## config.mk

```make
export PLATFORM = sky130hd
export DESIGN_NAME = coin_acceptor
export DESIGN_NICKNAME = d
export VERILOG_FILES = /design/src/rtl/vm_pkg.sv /design/src/rtl/edge_rise.sv /design/src/rtl/coin_acceptor.sv
export SDC_FILE = /design/constraint.sdc
export NUM_CORES = 1
export LEC_CHECK = 0
export ABC_AREA = 1
export CAP_MARGIN = 0
export CELL_PAD_IN_SITES_DETAIL_PLACEMENT = 1
export CELL_PAD_IN_SITES_GLOBAL_PLACEMENT = 2
export CORE_MARGIN = 2
export CORE_UTILIZATION = 27
export CTS_CLUSTER_SIZE = 24
export DETAILED_ROUTE_END_ITERATION = 7
export PLACE_DENSITY_LB_ADDON = 0.1
export SYNTH_ARGS = -nofsm -noshare
export SYNTH_HDL_FRONTEND = slang
export SYNTH_SLANG_ARGS = --single-unit
export TNS_END_PERCENT = 10
```

## constraint.sdc

```tcl
create_clock -name clk -period 1.7 [get_ports clk]
set_input_delay 0.425 -clock clk [delete_from_list [all_inputs] [get_ports clk]]
set_output_delay 0.425 -clock clk [all_outputs]
set_load 0.005 [all_outputs]
```

## src/rtl/vm_pkg.sv

```systemverilog
// Shared vending-machine definitions: coin codes, coin-acceptor state encoding and item prices.
package vm_pkg;

  localparam logic [1:0] COIN_NONE = 2'b00;
  localparam logic [1:0] COIN_1    = 2'b01;
  localparam logic [1:0] COIN_2    = 2'b10;
  localparam logic [1:0] COIN_BAD  = 2'b11;

  typedef enum logic [1:0] {
    StIdle,
    StAccum,
    StFull,
    StLocked
  } acc_state_e;

  localparam int unsigned DRINK_PRICE = 3;
  localparam int unsigned CHIPS_PRICE = 2;
  localparam int unsigned CHOC_PRICE  = 2;

  // Face value of a coin code; codes that carry no credit return 0.
  function automatic logic [1:0] coin_value(input logic [1:0] code);
    logic [1:0] val;
    case (code)
      COIN_1:  val = 2'd1;
      COIN_2:  val = 2'd2;
      default: val = 2'd0;
    endcase
    return val;
  endfunction

endpackage

```

## src/rtl/edge_rise.sv

```systemverilog
// Registered rising-edge detector; RST_VAL=1 suppresses an edge for a level already high at reset.
module edge_rise #(
  parameter logic RST_VAL = 1'b0
) (
  input  logic clk,
  input  logic rst_n,
  input  logic d,
  output logic rise
);

  logic d_q;

  always_ff @(posedge clk or negedge rst_n) begin
    if (!rst_n) begin
      d_q <= RST_VAL;
    end else begin
      d_q <= d;
    end
  end

  assign rise = d & ~d_q;

endmodule

```

## src/rtl/coin_acceptor.sv

```systemverilog
// Coin acceptor: converts coin strobes into a saturating registered credit for the vending FSM.
// Optional idle auto-refund is enabled by defining COIN_TIMEOUT_EN.
module coin_acceptor
  import vm_pkg::*;
#(
  parameter int unsigned MAX_CREDIT     = 7,
  parameter int unsigned CW             = 3,
  parameter int unsigned TIMEOUT_CYCLES = 1000
) (
  input  logic          clk,
  input  logic          b1,
  input  logic [1:0]    coin,
  input  logic          coin_stb,
  input  logic          lock,
  input  logic          clear,
  input  logic          refund,
  output logic [CW-1:0] amnt,
  output logic          full,
  output logic          coin_rej,
  output logic          refund_vld,
  output logic [CW-1:0] refund_amt
);

  localparam int unsigned SW    = CW + 1;
  localparam logic [CW:0] MAX_W = SW'(MAX_CREDIT);
  localparam logic [CW-1:0] MAX_N = CW'(MAX_CREDIT);

  if (MAX_CREDIT > (2 ** CW) - 1) begin : g_bad_max
    $error("MAX_CREDIT does not fit in CW bits");
  end
  if (TIMEOUT_CYCLES == 0) begin : g_bad_timeout
    $error("TIMEOUT_CYCLES must be non-zero");
  end

  acc_state_e    state_q, state_d;
  logic [CW-1:0] amnt_q, amnt_d;
  logic          full_q, full_d;
  logic          rej_q, rej_d;
  logic          rvld_q, rvld_d;
  logic [CW-1:0] ramt_q, ramt_d;

  logic          stb_rise;
  logic          coin_ok;
  logic [CW:0]   sum;
  logic          credit_held;
  logic          accept;
  logic          timeout_hit;

  edge_rise #(
    .RST_VAL (1'b1)
  ) u_stb_edge (
    .clk   (clk),
    .rst_n (b1),
    .d     (coin_stb),
    .rise  (stb_rise)
  );

  assign coin_ok = (coin == COIN_1) || (coin == COIN_2);
  // CW+1 bits wide so an over-range insert can never wrap back below MAX_CREDIT.
  assign sum     = {1'b0, amnt_q} + SW'(coin_value(coin));

  assign credit_held = (state_q == StAccum) || (state_q == StFull) ||
                       ((state_q == StLocked) && (amnt_q != '0));

`ifdef COIN_TIMEOUT_EN
  localparam int unsigned TW = $clog2(TIMEOUT_CYCLES + 1);
  localparam logic [TW-1:0] TMAX = TW'(TIMEOUT_CYCLES);

  logic [TW-1:0] tmr_q, tmr_d;

  assign timeout_hit = ((state_q == StAccum) || (state_q == StFull)) && (tmr_q == TMAX);

  always_comb begin
    tmr_d = tmr_q;
    if (accept || rvld_d || clear || lock || (amnt_q == '0)) begin
      tmr_d = '0;
    end else if (tmr_q != TMAX) begin
      tmr_d = tmr_q + 1'b1;
    end
  end

  always_ff @(posedge clk or negedge b1) begin
    if (!b1) begin
      tmr_q <= '0;
    end else begin
      tmr_q <= tmr_d;
    end
  end
`else
  assign timeout_hit = 1'b0;
`endif

  always_comb begin
    amnt_d = amnt_q;
    rej_d  = 1'b0;
    rvld_d = 1'b0;
    ramt_d = '0;
    accept = 1'b0;

    if (clear) begin
      amnt_d = '0;
      rej_d  = stb_rise;
    end else if (lock) begin
      rej_d = stb_rise;
    end else if ((refund && credit_held) || timeout_hit) begin
      rvld_d = 1'b1;
      ramt_d = amnt_q;
      amnt_d = '0;
      rej_d  = stb_rise;
    end else if (stb_rise) begin
      if (coin_ok && (sum <= MAX_W)) begin
        amnt_d = sum[CW-1:0];
        accept = 1'b1;
      end else begin
        rej_d = 1'b1;
      end
    end

    if (!clear && lock) begin
      state_d = StLocked;
    end else if (amnt_d == '0) begin
      state_d = StIdle;
    end else if (amnt_d == MAX_N) begin
      state_d = StFull;
    end else begin
      state_d = StAccum;
    end

    full_d = (amnt_d == MAX_N);
  end

  always_ff @(posedge clk or negedge b1) begin
    if (!b1) begin
      state_q <= StIdle;
      amnt_q  <= '0;
      full_q  <= 1'b0;
      rej_q   <= 1'b0;
      rvld_q  <= 1'b0;
      ramt_q  <= '0;
    end else begin
      state_q <= state_d;
      amnt_q  <= amnt_d;
      full_q  <= full_d;
      rej_q   <= rej_d;
      rvld_q  <= rvld_d;
      ramt_q  <= ramt_d;
    end
  end

  assign amnt       = amnt_q;
  assign full       = full_q;
  assign coin_rej   = rej_q;
  assign refund_vld = rvld_q;
  assign refund_amt = ramt_q;

endmodule
```

==> impl_metrics.json, run 1 <==
{
  "cts_tree": "done",
  "finalCritPeriodShare_pct": 97.4,
  "path_clk_slew_ns": 0.08,
  "insertion_delay_ns": 0.28,
  "max_stage_delay_ns": 0.44,
  "critical_path_depth": 10,
  "number_of_antenna_violations_at_the_first_check_in_global_routing": 0,
  "grt_util_all_layers_pct": 14.2,
  "die-area_mm2": 0.00293,
  "power.density_cell_area_mw_per_mm2": 597,
  "clockRootBuffer": "clkbuf_4",
  "yosysTopAreaCell": "dfrtp_1",
  "grt_max_degree": 13,
  "cp.buffers_inverters": 1,
  "wp_data_required_ns": 1.87,
  "pwr-share-clk_pct": 28.5,
  "yosys_warnings": 0,
  "irDropWorstVdd_mv": 0.345,
  "grt_first_pass_wirelength_um": 2720,
  "ctsHtreeMaxLevel": 1,
  "post_drt_wl_per_cell_um": 12.4,
  "max_fo_critical_path": 3,
  "die_y_um": 54.2,
  "fin_crit_ns": 1.66,
  "fmax_mhz": 604,
  "power.leakage_nw": 0.544,
  "number_of_hold_buffers_added_after_cts": 0,
  "place_area_mm2": 0.00101,
  "clock-skew-final_ns": 0.00811,
  "dr_total_vias": 646,
  "critPathCaptureType": "flop",
  "num_antenna_cells": 0,
  "pwr-share-seq_pct": 45.7,
  "initial_utilization_pct": 27.9,
  "worstPathCellList": "buf_6 -> fa_2 -> nand3_2 -> nor2_2 -> nand2_1 -> o21ai_2 -> nand2_1 -> nand3_2 -> nand2_2 -> nand3_1",
  "drc_violation_count_after_routing": 0,
  "detailed_route_vias_per_instance": 4.39,
  "maxCapViolCount": 0,
  "post-synth-top-area-fraction_pct": 40.5,
  "setup-violations-final": 0,
  "nets": 132,
  "first_global_vias": 598,
  "fillCellCount": 288,
  "path_class": "reg -> reg",
  "pin_count": 17,
  "timing_max_transition_violations_final": 0,
  "worstHoldPathType": "in -> async",
  "power_frac_comb_pct": 25.8,
  "syn_nets": 94,
  "tritoncts_num_sinks": 12,
  "cp_data_arrival_time_ns": 1.83,
  "place.detailed.hpwl_um": 1350,
  "drt_iter0_drc": 5,
  "grt.overflow.total": 0,
  "p_sw_mw": 0.195,
  "outcome": "completed",
  "area.growth.synth_to_final_pct": 64.6,
  "seq_area_frac_synth_pct": 44.4,
  "core_mm2": 0.00243,
  "cts_buffers": 3,
  "fin_setup_tns_ns": 0,
  "crit_path_start_kind": "flop",
  "mapped_avg_cell_area_um2": 8.49,
  "cpMaxStageDelayCell": "dfrtp_2",
  "synthesis.instances": 80,
  "ff2ff_path_depth": 10,
  "gp_congestion": 0.731,
  "ys_ff_latch": 12,
  "synth_top_cells_by_area": "dfrtp_1 (41%), nand2_1 (9.9%), ha_1 (9.2%)",
  "die_x_um": 54.2,
  "multiInputGateArea_um2": 385,
  "ff_latch_area_um2": 304,
  "num_rows": 18,
  "mappedNetlistArea_um2": 679,
  "slew_headroom_pct": 85.8,
  "hold_viol": 0,
  "placement.io_buffers": 16,
  "power_report.internal_total_mw": 0.473,
  "synthDistinctLibCells": 18,
  "switching_share_pct": 29.2,
  "max-clock-path-buffers": 2,
  "detailedRoute.firstPassIterationCount": 3,
  "detail_route.wirelength_um": 1830,
  "final_area_mm2": 0.00112,
  "timing_worst_slew_pin_value_ns": 0.213,
  "path_delay_family": "simple AND/OR/NAND/NOR gates",
  "final_layout_size_suffix_gt1_share_pct": 47.9,
  "ant_nets": 0,
  "grt_setup_unrepaired": "yes"
}
per-stage QoR:
step / instances / setup slack, ns / hold WS (ns) / total power, mW / util (%)
after floorplan: 80 / -0.0228 / 0.129 / 0.387 / -
after global placement: 137 / -0.815 / 0.579 / 0.464 / 41.7
after detailed placement: 137 / -0.817 / 0.598 / 0.466 / 41.7
after CTS: 142 / -0.0408 / 0.443 / 0.665 / 43.5
after global routing: 147 / -0.0502 / 0.457 / 0.711 / 46.0
final: 147 / 0.0439 / 0.446 / 0.668 / 46.0
synth_stat cells:
cell type	n
a21oi_2	2
nand2_1	18
o21ai_1	2
fa_1	1
inv_1	12
a41oi_1	1
a21oi_1	1
nand3_2	3
clkinv_1	2
inv_2	2
nand3_1	4
nor2_1	7
dfstp_2	1
nor2_2	2
nand4_1	1
dfrtp_1	11
nand2_2	5
ha_1	5
area by class of cell:
type                            count  share of cell area, %
Multi-Input combinational cell     52                   34.5
Sequential cell                    12                   27.2
Timing Repair Buffer               33                   26.2
Inverter                           16                   6.49
Tap cell                           30                   3.36
Clock buffer                        4                   2.35
kinds of logic after synthesis:
group / after synthesis / share of synthesized area (%)
DFF: 12 / 44.4
AOI/OAI and AO/OA: 6 / 6.08
adders and majority gates: 6 / 12.2
and+or+nand+nor: 40 / 28.5
buffers and inverters: 16 / 8.84
sequential cells by signal, summed over array words and instances, names as in the netlist:
name,count
refund_amt,3
state_q,2
amnt,3
refund_vld,1
coin_rej,1
u_stb_edge.d_q,1
full,1
layout by cell type (no fill, tap or decap), drive strengths merged, types with 2 or more instances in the layout:
cell type and count:
nand3 7, ha 5, a21oi 3, clkbuf 4
clkdlybuf4s50 12, nand2 23, dfrtp 11, inv 15
o21ai 2, buf 19, nor2 9
metal layers:
| layer | routed length (um) | part of all wire, % | track usage [%] | up-vias |
|---|---|---|---|---|
| met1 | 804 | 44 | 17.3 | 306 |
| met5 | 0 | 0 | 0 | - |
| met2 | 897 | 49 | 22.3 | 14 |
| li1 | - | - | - | 322 |
| met3 | 95 | 5.2 | 5.83 | 4 |
| met4 | 29 | 1.6 | 5.00 | 0 |
final timing paths:
check	start	to	slack, ns
min in group clk	amnt[2]	refund_amt[2]	0.69
max	amnt[1]	state_q[0]	0.04
max in group asynchronous	b1	u_stb_edge.d_q	1.01
min	b1	amnt[0]	0.45
min reg2reg	amnt[2]	refund_amt[2]	0.69
max reg2reg	amnt[1]	state_q[0]	0.04
power by group through the flow:
| stage | clock [mW] | sequential (mW) | combinational (mW) |
|---|---|---|---|
| final | 0.190 | 0.305 | 0.173 |
| after global routing | 0.214 | 0.306 | 0.191 |
| after CTS | 0.202 | 0.307 | 0.156 |
| after detailed placement | 0 | 0.313 | 0.154 |
| after global placement | 0 | 0.312 | 0.152 |
| after floorplan | 0 | 0.312 | 0.0756 |
worst reg2reg max path, stage by stage (launching register included):
cell,delay [ns]
dfrtp_2,0.44
buf_6,0.13
fa_2,0.39
nand3_2,0.07
nor2_2,0.04
nand2_1,0.07
o21ai_2,0.07
nand2_1,0.07
nand3_2,0.11
nand2_2,0.09
nand3_1,0.07
timing repair:
action | CTS | global route
buffers inserted | 1 | 5
gates resized for setup | 16 | 13
pin swaps | 1 | 4
endpoints found under the setup margin | 10 | 6
(Power assumes the default switching activity.)
==> run 2, diff against run 1 <==
--- a/config.mk
+++ b/config.mk
@@ -11,6 +11,7 @@
 export CELL_PAD_IN_SITES_GLOBAL_PLACEMENT = 2
 export CORE_MARGIN = 2
 export CORE_UTILIZATION = 27
+export CTS_CLUSTER_DIAMETER = 60
 export CTS_CLUSTER_SIZE = 24
 export DETAILED_ROUTE_END_ITERATION = 7
 export PLACE_DENSITY_LB_ADDON = 0.1
==> results of run 2 <==
Same layout as run 1: the final DEF is identical, and so are final timing and power.
